File: config.mk
export PLATFORM = sky130hd
export DESIGN_NAME = decode_stage
export DESIGN_NICKNAME = d
export VERILOG_FILES = /design/src/rtl/decode_stage_pkg.sv /design/src/rtl/decode_stage_imm_gen.sv /design/src/rtl/decode_stage.sv
export SDC_FILE = /design/constraint.sdc
export NUM_CORES = 1
export LEC_CHECK = 0
export CELL_PAD_IN_SITES_DETAIL_PLACEMENT = 0
export CELL_PAD_IN_SITES_GLOBAL_PLACEMENT = 1
export CORE_AREA = 2 2 126 128
export DETAILED_ROUTE_END_ITERATION = 8
export DIE_AREA = 0 0 128 130
export PLACE_DENSITY = 0.8
export SYNTH_ARGS = -nofsm -noshare
export SYNTH_HDL_FRONTEND = slang
export SYNTH_SLANG_ARGS = --single-unit
File: constraint.sdc
create_clock -name iClk -period 3 [get_ports iClk]
set_input_delay 0.45 -clock iClk [delete_from_list [all_inputs] [get_ports iClk]]
set_output_delay 0.45 -clock iClk [all_outputs]
set_load 0.05 [all_outputs]
File: src/rtl/decode_stage_pkg.sv
// rv32_isa: RV32I opcode/ALU/immediate encodings and the decode control word.
`default_nettype none

package rv32_isa;

    localparam int RegWidth     = 32;
    localparam int RegAddrWidth = 5;

    typedef enum logic [6:0] {
        OPC_LUI    = 7'b0110111,
        OPC_AUIPC  = 7'b0010111,
        OPC_JAL    = 7'b1101111,
        OPC_JALR   = 7'b1100111,
        OPC_BRANCH = 7'b1100011,
        OPC_LOAD   = 7'b0000011,
        OPC_STORE  = 7'b0100011,
        OPC_OPIMM  = 7'b0010011,
        OPC_OP     = 7'b0110011,
        OPC_FENCE  = 7'b0001111,
        OPC_SYSTEM = 7'b1110011
    } opcode_t;

    typedef enum logic [3:0] {
        ALU_ADD, ALU_SUB, ALU_SLL, ALU_SLT, ALU_SLTU, ALU_XOR,
        ALU_SRL, ALU_SRA, ALU_OR, ALU_AND, ALU_PASSB
    } alu_op_t;

    typedef enum logic [2:0] {
        IMM_NONE, IMM_I, IMM_S, IMM_B, IMM_U, IMM_J
    } imm_type_t;

    typedef struct packed {
        alu_op_t    aluOp;
        logic [2:0] funct3;
        logic       aluSrcImm;
        logic       regWrite;
        logic       memRead;
        logic       memWrite;
        logic       branch;
        logic       jump;
        logic       jalr;
        logic       illegal;
    } ctrl_t;

    function automatic alu_op_t alu_decode(input logic [2:0] f3, input logic alt);
        case (f3)
            3'b000:  return alt ? ALU_SUB : ALU_ADD;
            3'b001:  return ALU_SLL;
            3'b010:  return ALU_SLT;
            3'b011:  return ALU_SLTU;
            3'b100:  return ALU_XOR;
            3'b101:  return alt ? ALU_SRA : ALU_SRL;
            3'b110:  return ALU_OR;
            default: return ALU_AND;
        endcase
    endfunction

    function automatic logic uses_rs1(input logic [6:0] opc);
        return !(opc == OPC_LUI || opc == OPC_AUIPC || opc == OPC_JAL);
    endfunction

    function automatic logic uses_rs2(input logic [6:0] opc);
        return (opc == OPC_OP || opc == OPC_BRANCH || opc == OPC_STORE);
    endfunction

endpackage

`default_nettype wire

File: src/rtl/decode_stage_imm_gen.sv
// imm_gen: I/S/B/U/J immediate extraction with sign extension to XLEN.
`default_nettype none

module imm_gen
    import rv32_isa::*;
#(
    parameter int XLEN = RegWidth
) (
    input  logic [31:7]     iInstr,
    input  imm_type_t       iType,
    output logic [XLEN-1:0] oImm
);

    logic [31:0] imm32;

    always_comb begin
        imm32 = '0;
        case (iType)
            IMM_I:   imm32 = {{20{iInstr[31]}}, iInstr[31:20]};
            IMM_S:   imm32 = {{20{iInstr[31]}}, iInstr[31:25], iInstr[11:7]};
            IMM_B:   imm32 = {{19{iInstr[31]}}, iInstr[31], iInstr[7],
                              iInstr[30:25], iInstr[11:8], 1'b0};
            IMM_U:   imm32 = {iInstr[31:12], 12'b0};
            IMM_J:   imm32 = {{11{iInstr[31]}}, iInstr[31], iInstr[19:12],
                              iInstr[20], iInstr[30:21], 1'b0};
            default: imm32 = '0;
        endcase
    end

    assign oImm = XLEN'(signed'(imm32));

endmodule

`default_nettype wire

File: src/rtl/decode_stage.sv
// decode_stage: RV32I decode with registered valid/ready output, load-use
// bubble insertion and a saturating stall counter.
`default_nettype none

module decode_stage
    import rv32_isa::*;
#(
    parameter int XLEN          = RegWidth,
    parameter int StallCntWidth = 16
) (
    input  logic                     iClk,
    input  logic                     nRst,
    input  logic                     iValid,
    input  logic [XLEN-1:0]          iInstr,
    input  logic [XLEN-1:0]          iPC,
    output logic                     oReady,
    input  logic                     iFlush,
    input  logic                     iReady,
    output logic                     oValid,
    output logic [RegAddrWidth-1:0]  oAddr_Rs1,
    output logic [RegAddrWidth-1:0]  oAddr_Rs2,
    output logic [RegAddrWidth-1:0]  oAddr_Rd,
    output logic [XLEN-1:0]          oImm,
    output logic [XLEN-1:0]          oPC,
    output ctrl_t                    oCtrl,
    output logic [StallCntWidth-1:0] oStallCnt
);

    logic [6:0]              opcode;
    logic [2:0]              funct3;
    logic [6:0]              funct7;
    logic [RegAddrWidth-1:0] rs1, rs2, rd;
    ctrl_t                   ctrl_dec;
    imm_type_t               imm_type;
    logic [XLEN-1:0]         imm_dec;
    logic                    bad;
    logic                    hazard, accept;

    logic                     valid_q, valid_d;
    ctrl_t                    ctrl_q, ctrl_d;
    logic [XLEN-1:0]          imm_q, imm_d, pc_q, pc_d;
    logic [RegAddrWidth-1:0]  rd_q, rd_d;
    logic [StallCntWidth-1:0] stall_q, stall_d;

    assign opcode = iInstr[6:0];
    assign rd     = iInstr[11:7];
    assign funct3 = iInstr[14:12];
    assign rs1    = iInstr[19:15];
    assign rs2    = iInstr[24:20];
    assign funct7 = iInstr[31:25];

    always_comb begin
        ctrl_dec        = '0;
        ctrl_dec.aluOp  = ALU_ADD;
        ctrl_dec.funct3 = funct3;
        imm_type        = IMM_NONE;
        bad             = 1'b0;
        case (opcode)
            OPC_LUI: begin
                imm_type = IMM_U;
                ctrl_dec.aluOp     = ALU_PASSB;
                ctrl_dec.aluSrcImm = 1'b1;
                ctrl_dec.regWrite  = 1'b1;
            end
            OPC_AUIPC: begin
                imm_type = IMM_U;
                ctrl_dec.aluSrcImm = 1'b1;
                ctrl_dec.regWrite  = 1'b1;
            end
            OPC_JAL: begin
                imm_type = IMM_J;
                ctrl_dec.jump     = 1'b1;
                ctrl_dec.regWrite = 1'b1;
            end
            OPC_JALR: begin
                imm_type = IMM_I;
                ctrl_dec.jalr     = 1'b1;
                ctrl_dec.regWrite = 1'b1;
            end
            OPC_BRANCH: begin
                imm_type = IMM_B;
                ctrl_dec.aluOp  = ALU_SUB;
                ctrl_dec.branch = 1'b1;
            end
            OPC_LOAD: begin
                imm_type = IMM_I;
                ctrl_dec.memRead   = 1'b1;
                ctrl_dec.regWrite  = 1'b1;
                ctrl_dec.aluSrcImm = 1'b1;
            end
            OPC_STORE: begin
                imm_type = IMM_S;
                ctrl_dec.memWrite  = 1'b1;
                ctrl_dec.aluSrcImm = 1'b1;
            end
            OPC_OPIMM: begin
                // Shift-immediates carry funct7 in imm[11:5]; only SRAI may set bit 30.
                imm_type = IMM_I;
                ctrl_dec.aluSrcImm = 1'b1;
                ctrl_dec.regWrite  = 1'b1;
                ctrl_dec.aluOp     = alu_decode(funct3, (funct3 == 3'b101) & iInstr[30]);
                bad = ((funct3 == 3'b001) && (funct7 != 7'b0)) ||
                      ((funct3 == 3'b101) && ({funct7[6], funct7[4:0]} != 6'b0));
            end
            OPC_OP: begin
                ctrl_dec.regWrite = 1'b1;
                ctrl_dec.aluOp    = alu_decode(funct3, funct7[5]);
                bad = (funct7 != 7'b0) &&
                      !((funct7 == 7'b0100000) && ((funct3 == 3'b000) || (funct3 == 3'b101)));
            end
            OPC_FENCE: ;
            default: bad = 1'b1;
        endcase
        if (bad) begin
            ctrl_dec         = '0;
            ctrl_dec.aluOp   = ALU_ADD;
            ctrl_dec.funct3  = funct3;
            ctrl_dec.illegal = 1'b1;
            imm_type         = IMM_NONE;
        end
    end

    imm_gen #(.XLEN(XLEN)) u_imm_gen (
        .iInstr (iInstr[31:7]),
        .iType  (imm_type),
        .oImm   (imm_dec)
    );

    assign oAddr_Rs1 = rs1;
    assign oAddr_Rs2 = rs2;

    assign hazard = valid_q & ctrl_q.memRead & (rd_q != '0) & iValid &
                    ((uses_rs1(opcode) & (rs1 == rd_q)) | (uses_rs2(opcode) & (rs2 == rd_q)));
    assign oReady = nRst & (!valid_q | iReady) & !hazard;
    assign accept = iValid & oReady;

    always_comb begin
        valid_d = valid_q;
        ctrl_d  = ctrl_q;
        imm_d   = imm_q;
        pc_d    = pc_q;
        rd_d    = rd_q;
        if (iFlush) begin
            valid_d = 1'b0;
        end else if (accept) begin
            valid_d = 1'b1;
            ctrl_d  = ctrl_dec;
            imm_d   = imm_dec;
            pc_d    = iPC;
            rd_d    = rd;
        end else if (iReady) begin
            valid_d = 1'b0;
        end
        stall_d = stall_q;
        if (hazard && iReady && (stall_q != '1))
            stall_d = stall_q + StallCntWidth'(1);
    end

    always_ff @(posedge iClk or negedge nRst) begin
        if (!nRst) begin
            valid_q <= 1'b0;
            ctrl_q  <= '0;
            imm_q   <= '0;
            pc_q    <= '0;
            rd_q    <= '0;
            stall_q <= '0;
        end else begin
            valid_q <= valid_d;
            ctrl_q  <= ctrl_d;
            imm_q   <= imm_d;
            pc_q    <= pc_d;
            rd_q    <= rd_d;
            stall_q <= stall_d;
        end
    end

    assign oValid    = valid_q;
    assign oCtrl     = ctrl_q;
    assign oImm      = imm_q;
    assign oPC       = pc_q;
    assign oAddr_Rd  = rd_q;
    assign oStallCnt = stall_q;

endmodule

`default_nettype wire
Word level (Yosys, flattened, before mapping)
Index checks and enable logic that the tools add are counted.
{ "totals": {"ff_bits": 101, "latch_bits": 0, "ramBits": 0, "mem_bits_ro": 0, "inputBits": 69, "out_inout_bits": 112, "mem_count": 0} }
{ "op_classes": {"addsub": 1, "n_mul": 0, "div": 0, "magnitude_cmp": 0, "n_eq_ne": 25, "n_shift": 0, "n_mux": 22, "bitwise_logic": 13, "n_reduce_logical": 27} }
{ "op_table": {"columns": ["operator", "count"], "rows": [
  ["$pmux 32 s5", 1],
  ["$pmux 4 s7", 2],
  ["$eq 7x6->1 const B", 4],
  ["$eq 7x7->1 const B", 3],
  ["$add 16x1->16 const B", 1],
  ["$ne 16x16->1 const B", 1],
  ["$pmux 4 s4", 1],
  ["$eq 3x3->1 const B", 5],
  ["$mux 15", 1],
  ["$pmux 3 s5", 1],
  ["$eq 7x5->1 const B", 2],
  ["$mux 1", 14],
  ["$eq 3x2->1 const B", 4],
  ["$and 1x1->1", 10],
  ["$eq 5x5->1", 2],
  ["$reduce_or 8->1", 1],
  ["$eq 7x2->1 const B", 1],
  ["$eq 7x4->1 const B", 1],
  ["$reduce_bool 7->1", 1],
  ["$reduce_or 7->1", 1],
  ["$eq 3x1->1 const B", 2],
  ["$logic_and 1x1->1", 6],
  ["$logic_or 1x1->1", 6],
  ["$reduce_bool 6->1", 1],
  ["other kinds (12)", 16]
]} }

Depth between registers and ports, before layout
Gate-level depths: netlist of run 1.
{ "logic_depth": {"depth_word": 12, "mapped_depth": 9, "mapped_depth_nobuf": 7} }

Modules after synthesis
A second synthesis of run 1 with hierarchy kept.
{ "unflattened": {"hier_cells": 421, "area_unflattened_um2": 4958.5} }
{ "modules_own_cells": {"columns": ["mod", "n_inst", "cells_per_inst", "area_per_inst_um2", "seq_area_each_um2"], "rows": [
  ["decode_stage", 1, 355, 4568.1, 2527.4],
  ["imm_gen", 1, 66, 390.4, 0.0]
]} }

Worst setup path after synthesis of run 1
No wires, ideal clock.
{ "synth_path": {"kind": "register to output", "start": "reg rd_q[1] (netlist: oAddr_Rd[1])", "end": "out oReady", "arrival_ps": 2599, "required_time_ps": 2550, "setup_slack_ps": -49, "path_stages_with_launch": 5, "path_buffers": 0, "cell_sequence": "dfrtp_1 > or4_1 > o2111ai_2 > nor4_1 > nor3_1"} }
{ "synth_via": {"elab_chain_cells": 6, "elab_cells_between_ends": 11, "cone_classes": "eq/ne: 2; bitwise: 7; reduce/logical: 2"} }
{ "synth_rtl": {"columns": ["element", "line", "text"], "rows": [
  ["from (decl)", "decode_stage.sv:42", "logic [RegAddrWidth-1:0] rd_q, rd_d;"],
  ["from (signal assigned)", "decode_stage.sv:172", "rd_q <= rd_d;"],
  ["$eq 5x5->1 / $reduce_bool 5->1 (equally long branches)", "decode_stage.sv:133, decode_stage.sv:132", null],
  ["$and 1x1->1 (on tied branches)", "decode_stage.sv:133, decode_stage.sv:132", null],
  ["$or 1x1->1 / $and 1x1->1 (equally long branches)", "decode_stage.sv:133, decode_stage.sv:132", null],
  ["$and 1x1->1 *", "decode_stage.sv:132", "assign hazard = valid_q & ctrl_q.memRead & (rd_q != '0) & iValid &"],
  ["$logic_not 1->1 *", "decode_stage.sv:134", "assign oReady = nRst & (!valid_q | iReady) & !hazard;"],
  ["$and 1x1->1 *", "decode_stage.sv:134", null],
  ["to (decl)", "decode_stage.sv:16", "output logic oReady,"]
]} }
Every way passes the cells marked *; elsewhere a longest branch is shown, timed or not.

Worst setup path after layout of run 1
{ "layout_path": {"start": "in iInstr[4]", "end": "out oReady"} }
{ "layout_via": {"elab_chain_cells": 9, "elab_cells_between_ends": 17, "cone_classes": "eq/ne: 6; bitwise: 5; reduce/logical: 6"} }
{ "layout_rtl": {"columns": ["element", "line", "text"], "rows": [
  ["from (decl)", "decode_stage.sv:14", "input logic [XLEN-1:0] iInstr,"],
  ["$eq 7x6->1 / $eq 7x5->1 (equally long branches)", "decode_stage_pkg.sv:59", "return !(opc == OPC_LUI || opc == OPC_AUIPC || opc == OPC_JAL);"],
  ["$logic_or 1x1->1 (2 in a row)", "decode_stage_pkg.sv:59", null],
  ["$logic_not 1->1", "decode_stage_pkg.sv:59", null],
  ["$and 1x1->1", "decode_stage.sv:133", "((uses_rs1(opcode) & (rs1 == rd_q)) | (uses_rs2(opcode) & (rs2 == rd_q)));"],
  ["$or 1x1->1 *", "decode_stage.sv:133", null],
  ["$and 1x1->1 *", "decode_stage.sv:132", null],
  ["$logic_not 1->1 *", "decode_stage.sv:134", null],
  ["$and 1x1->1 *", "decode_stage.sv:134", null]
]} }
Marked as above.

==> qor.csv, run 1 <==
stage;metric;value;unit
route;antenna viol nets, final;0;
clocking;Root Driver;clkbuf_16;
placed_design;placed insts;880;
finish;Fill cells;1491;
finish;proportion of layout cells with a drive suffix above 1;0.0852;
logic_synthesis;Synth Area in Compound Gates;0.127;
sta;Final Hold Viols;0;
logic_synthesis;EDFF count, synth;0;
sta;Least-Margin Pin Slew;0.658;ns
finish;Post-layout nets;769;
floorplanning;row cnt;46;
placed_design;gpl congestion;0.829;
sta;Worst Setup Slack, final;0.194;ns
route;WL per Instance;16.1;um
floorplanning;Die Ht;130;um
logic_synthesis;sequential-to-total area share from yosys stat;0.528;
floorplanning;Core ar.;15400;um^2
floorplanning;initial core utilization;0.311;
setup_path;Startpoint Class;input port;
logic_synthesis;Mapped Area;4790;um^2
setup_path;crit path DAT;2.36;ns
logic_synthesis;post-synthesis mux area share;0.00444;
clocking;clock buffer depth;2;
logic_synthesis;Area contributors post-synth;dfrtp_1 (53%), nand2_1 (15%), o22a_1 (3.5%), xnor2_1 (2.4%), xor2_1 (2.2%);
pwr;leakage power;3.15;nW
floorplanning;die width;128;um
route;Via density;4.89;
logic_synthesis;xor/xnor share of the synthesized area;0.0457;
clocking;CTS resizes;0;
floorplanning;I/O pins;181;
global_route;vias in the first global route;4464;
clocking;worst skew pair latency;0.35;ns
sta;crit share post-route;0.935;
clocking;H-tree levels;3;
clocking;CTS tree;yes;
logic_synthesis;top cells by count, synth;nand2_1 (189), dfrtp_1 (101), nor2_1 (21);
route;drt initial violations;152;
setup_path;Critical-path top delay cell;clkdlybuf4s50_1;
route;drt drc;0;
setup_path;worst r2r src;oAddr_Rd[2];
logic_synthesis;Top FF cell, synth;dfrtp_1;
setup_path;Setup crit end kind;output pin;
placed_design;dpl hpwl;10.8;mm
sta;worst hold slack;0.245;ns
logic_synthesis;post-synthesis adder-cell area fraction;0.00261;
run;Max-Cap Viols;0;
placed_design;port bufs;180;
finish;Area Growth Syn to Fin;50.1;%
clocking;post-CTS setup buffers;0;
sta;Setup TNS;0;ns
finish;final core utilization;0.466;
global_route;Total Routing Usage GR;0.177;
clocking;cts hold-fix bufs;0;
setup_path;critical path type;input port to output pin;
global_route;first-pass GRT wire length;23.0;mm
clocking;Worst-path clk slew;0.08;ns
sta;final setup fails;0;
logic_synthesis;yosys warns;0;
global_route;initial antenna violation count;0;
route;drt pass-1 iters;4;
logic_synthesis;most frequent cell after synthesis;nand2_1;
logic_synthesis;post-synth cell types;56;
logic_synthesis;#FFs+latches synth;101;
route;Routed Wire Length;14.4;mm
logic_synthesis;syn_nets;589;
logic_synthesis;Synth Area per Inst;9.23;um^2
global_route;pin count of the biggest net entering global routing;69;
hold_path;HP Class;input port to async pin;
logic_synthesis;Synth area leader;dfrtp_1;
floorplanning;Die Area;16600;um^2
sta;clock skew;0.00853;ns
finish;final std cells w/o fill;896;
sta;Max transition margin;0.561;
logic_synthesis;Synth top area share;0.528;
placed_design;Place WS;0.000264;ns
sta;fin crit period;2.81;ns
logic_synthesis;Async S/R FF share, synth;1.00;
clocking;cts bufs inserted;9;
run_status;status;completed;
setup_path;Worst Setup SP;iInstr[4];
setup_path;CP Max Fanout;3;
global_route;global route overflow;0;
logic_synthesis;synthesized-area fraction occupied by and/or/nand/nor cells;0.240;
clocking;Sink Count;101;
setup_path;Crit path required time;2.55;ns
route;via count;4378;
logic_synthesis;largest family of logic cells by synthesized area;simple AND/OR/NAND/NOR gates;
setup_path;crit-path cells;clkdlybuf4s50_1, or3b_2, a21oi_1, nor4_1, buf_4, nor3_2, buf_12;
logic_synthesis;Synth Instances;519;
sta;RSZ-0062 raised after global routing;no;
pwr;Max VDD drop;0.330;mV
sta;Fmax;0.356;GHz
setup_path;max incr delay on CP;0.52;ns
sta;Slew Viols, Final;0;
pwr;power density cells;594;nW/um^2
finish;n_diodes;0;
logic make-up (layout without fill, tap and decap cells):
family | count (synthesis) | count (layout)
DFF | 101 | 101
and+or+nand+nor | 266 | 266
xor gates and xnor gates | 25 | 25
adders and majority gates | 1 | 1
AOI/OAI and AO/OA | 77 | 77
buffers and inverters | 47 | 232
muxes | 2 | 2
path summary, 6_finish.rpt:
path,end,slack [ns],cells after the start
setup / recovery,oReady,0.19,7
hold / removal,oImm[4],0.24,2
setup reg to reg,oImm[31],0.41,7
hold reg to reg,oCtrl[2],0.47,2
max in group asynchronous,oCtrl[6],1.62,3
min in group iClk,oCtrl[2],0.47,2
power by group:
part           internal (mW)  leakage [nW]  switching, mW
logic                  0.484          1.71          0.867
registers               1.51          1.29          0.100
clock network          0.745         0.159          0.557
total                   2.74          3.15           1.52
per-layer routing:
layer  track usage  vias to the layer above  share of wire
met5             0                        -              0
met4        0.0705                        0          0.024
met3        0.0451                       21          0.065
met2         0.295                      137           0.48
met1         0.222                     2131           0.43
li1              -                     2089              -
critical path: cells and delay by family:
kind / cells / cell delay, ns
AOI/OAI and AO/OA: 1 / 0.21
buffers and inverters: 3 / 0.86
and+or+nand+nor: 3 / 0.83
per-stage QoR:
stage	power (mW)	area, um^2
finish	4.27	7190
global route	4.46	7190
CTS	4.33	7190
detailed placement	3.00	6860
global placement	2.98	6860
floorplan	2.43	4790
state kept, by name (all words and copies together), names as in the netlist:
name,flops
oImm,32
oValid,1
oCtrl,15
oAddr_Rd,5
oStallCnt,16
oPC,32
area by class of cell:
cell class / instances / area [um^2] / area share
tap: 192 / 240 / 0.0334
clock buffer: 9 / 225 / 0.0313
timing repair buffer: 206 / 2030 / 0.282
clock inverter: 7 / 105 / 0.0146
inverter: 10 / 37.5 / 0.00522
multi-input combinational: 371 / 2020 / 0.281
sequential: 101 / 2530 / 0.352
cell usage in the layout, fill, tap and decap left out, drive strengths merged, types with 2 or more instances in the layout:
master,instances
nor3,9
nand3b,4
xor2,12
xnor2,13
nor4,3
nand4,5
o211ai,3
nand2b,5
o2bb2a,4
nand2,189
o22ai,2
a21oi,8
a31oi,2
nor2,21
or2,2
a31o,2
nand3,10
nor2b,2
and2,3
a32oi,2
or3b,2
dfrtp,101
inv,13
clkbuf,9
a211o,2
o22a,19
buf,28
a22o,6
o21ai,16
o21bai,2
o31ai,2
nand4b,2
clkdlybuf4s50,178
nor3b,3
bufinv,2
Power figures use the tool's default switching activity.
==> run 2: changes to the inputs <==
Settings changed: CORE_AREA 2 2 126 128 to 2 2 120 134, DIE_AREA 0 0 128 130 to 0 0 122 136.
==> run 2 against run 1 <==
Effect of this change:
- sequential share of layout area about the same
- worst setup slack improved by 0.060 ns
- count of clock-buffer cells in the layout increased by 1
- clock power shrank 5%
- worst hold slack got worse by 0.040 ns
- maximum frequency is 2.2% higher
- combinational power about the same
- largest cell class unchanged
- largest power group unchanged
==> qor.csv, run 2 (synthesis results as in run 1) <==
stage;metric;value;unit
floorplanning;Core ar.;15300;um^2
sta;clock skew;0.00415;ns
finish;final std cells w/o fill;905;
setup_path;Top delay family on crit path;simple AND/OR/NAND/NOR gates;
route;drt drc;0;
pwr;Seq pwr share;0.383;
finish;Multi-input gate area;2020;um^2
finish;register area;2530;um^2
sta;Slew Viols, Final;0;
global_route;vias in the first global route;4346;
pwr;P_sw;1.48;mW
sta;fin crit period;2.75;ns
setup_path;WP depth;6;
pwr;Pint;2.73;mW
route;WL per Instance;15.7;um
route;Routed Wire Length;14.2;mm
setup_path;CP Max Fanout;5;
pwr;leakage power;3.16;nW
placed_design;placed insts;890;
floorplanning;row cnt;48;
setup_path;Crit path required time;2.55;ns
floorplanning;I/O pins;181;
sta;Fmax;0.364;GHz
finish;commonest non-fill, non-tap cell in the layout;nand2_1;
pwr;power share of the clock group;0.295;
sta;crit share post-route;0.915;
finish;final core utilization;0.470;
route;Via density;4.78;
placed_design;port bufs;180;
clocking;Sink Count;101;
global_route;first-pass GRT wire length;22.7;mm
floorplanning;Die Area;16600;um^2
run;Max-Cap Viols;0;
clocking;Worst-path clk slew;0.07;ns
hold_path;HP Class;input port to async pin;
route;antenna viol nets, final;0;
sta;Setup TNS;0;ns
clocking;Root Driver;clkbuf_16;
placed_design;dpl hpwl;10.6;mm
sta;Max transition margin;0.422;
setup_path;Critical-path top delay cell;or4_1;
finish;proportion of layout cells with a drive suffix above 1;0.0851;
finish;n_diodes;0;
clocking;cts bufs inserted;9;
clocking;H-tree levels;3;
setup_path;WP buf/inv;2;
run_status;status;completed;
floorplanning;Die Ht;136;um
clocking;CTS resizes;0;
setup_path;Setup crit end kind;output pin;
setup_path;crit-path cells;or4_1, o2111ai_2, nor4_1, buf_4, nor3_2, buf_12;
route;via count;4324;
placed_design;Place WS;0.0732;ns
finish;Post-layout nets;771;
setup_path;max incr delay on CP;0.57;ns
global_route;pin count of the biggest net entering global routing;76;
global_route;initial antenna violation count;0;
sta;Final Hold Viols;0;
pwr;Max VDD drop;0.267;mV
sta;Worst Setup Slack, final;0.254;ns
placed_design;gpl congestion;0.870;
pwr;power density cells;585;nW/um^2
route;drt initial violations;241;
sta;RSZ-0062 raised after global routing;no;
setup_path;R2R cell count;7;
finish;Area Growth Syn to Fin;50.2;%
floorplanning;die width;122;um
floorplanning;initial core utilization;0.313;
clocking;worst skew pair latency;0.35;ns
global_route;Total Routing Usage GR;0.176;
finish;Fill cells;1482;
setup_path;critical path type;flip-flop to output pin;
clocking;clock buffer depth;2;
clocking;post-CTS setup buffers;0;
pwr;Comb pwr share;0.322;
route;drt pass-1 iters;6;
pwr;switching share of power;0.351;
finish;commonest cells after routing, fill and taps aside;nand2_1 (189), clkdlybuf4s50_1 (178), dfrtp_1 (101);
sta;Least-Margin Pin Slew;0.866;ns
setup_path;crit path DAT;2.30;ns
sta;worst hold slack;0.204;ns
clocking;cts hold-fix bufs;0;
global_route;global route overflow;0;
clocking;CTS tree;yes;
sta;final setup fails;0;
setup_path;Startpoint Class;flip-flop;
==> run 2: layer usage <==
metal  wire (um)  share of wire  up-vias  track usage
met1        6000           0.42     2091        0.218
met2        7100           0.50      132        0.298
met4         232          0.016        0       0.0607
met3         923          0.065       13       0.0466
met5           0              0        -            0
li1            -              -     2088            -
==> run 2: power groups by stage <==
stage | logic, mW | clock network [mW] | registers (mW)
floorplan | 0.266 | 0 | 2.17
global placement | 1.35 | 0 | 1.63
detailed placement | 1.36 | 0 | 1.64
CTS | 1.37 | 1.28 | 1.61
global route | 1.42 | 1.35 | 1.63
finish | 1.35 | 1.24 | 1.61
==> run 2: layout make-up <==
cell class	count	share of cell area
sequential	101	0.351
timing repair buffer	208	0.284
multi-input combinational	371	0.281
tap	200	0.0348
clock buffer	10	0.0318
clock inverter	5	0.0115
inverter	10	0.00522
==> run 2: stage by stage <==
stage | area [um^2] | power, mW
after global routing | 7190 | 4.40
after global placement | 6880 | 2.99
final | 7190 | 4.21
after floorplan | 4790 | 2.43
after detailed placement | 6880 | 3.00
after CTS | 7190 | 4.26
==> run 2: path summary, 6_finish.rpt <==
| path | start | slack, ns | end |
|---|---|---|---|
| min reg2reg | oPC[11] | 0.47 | oPC[11] |
| max in group asynchronous | nRst | 1.64 | oCtrl[11] |
| max reg2reg | oAddr_Rd[2] | 0.42 | oImm[5] |
| min | nRst | 0.20 | oCtrl[6] |
| min in group iClk | oPC[11] | 0.47 | oPC[11] |
| max | oAddr_Rd[2] | 0.25 | oReady |
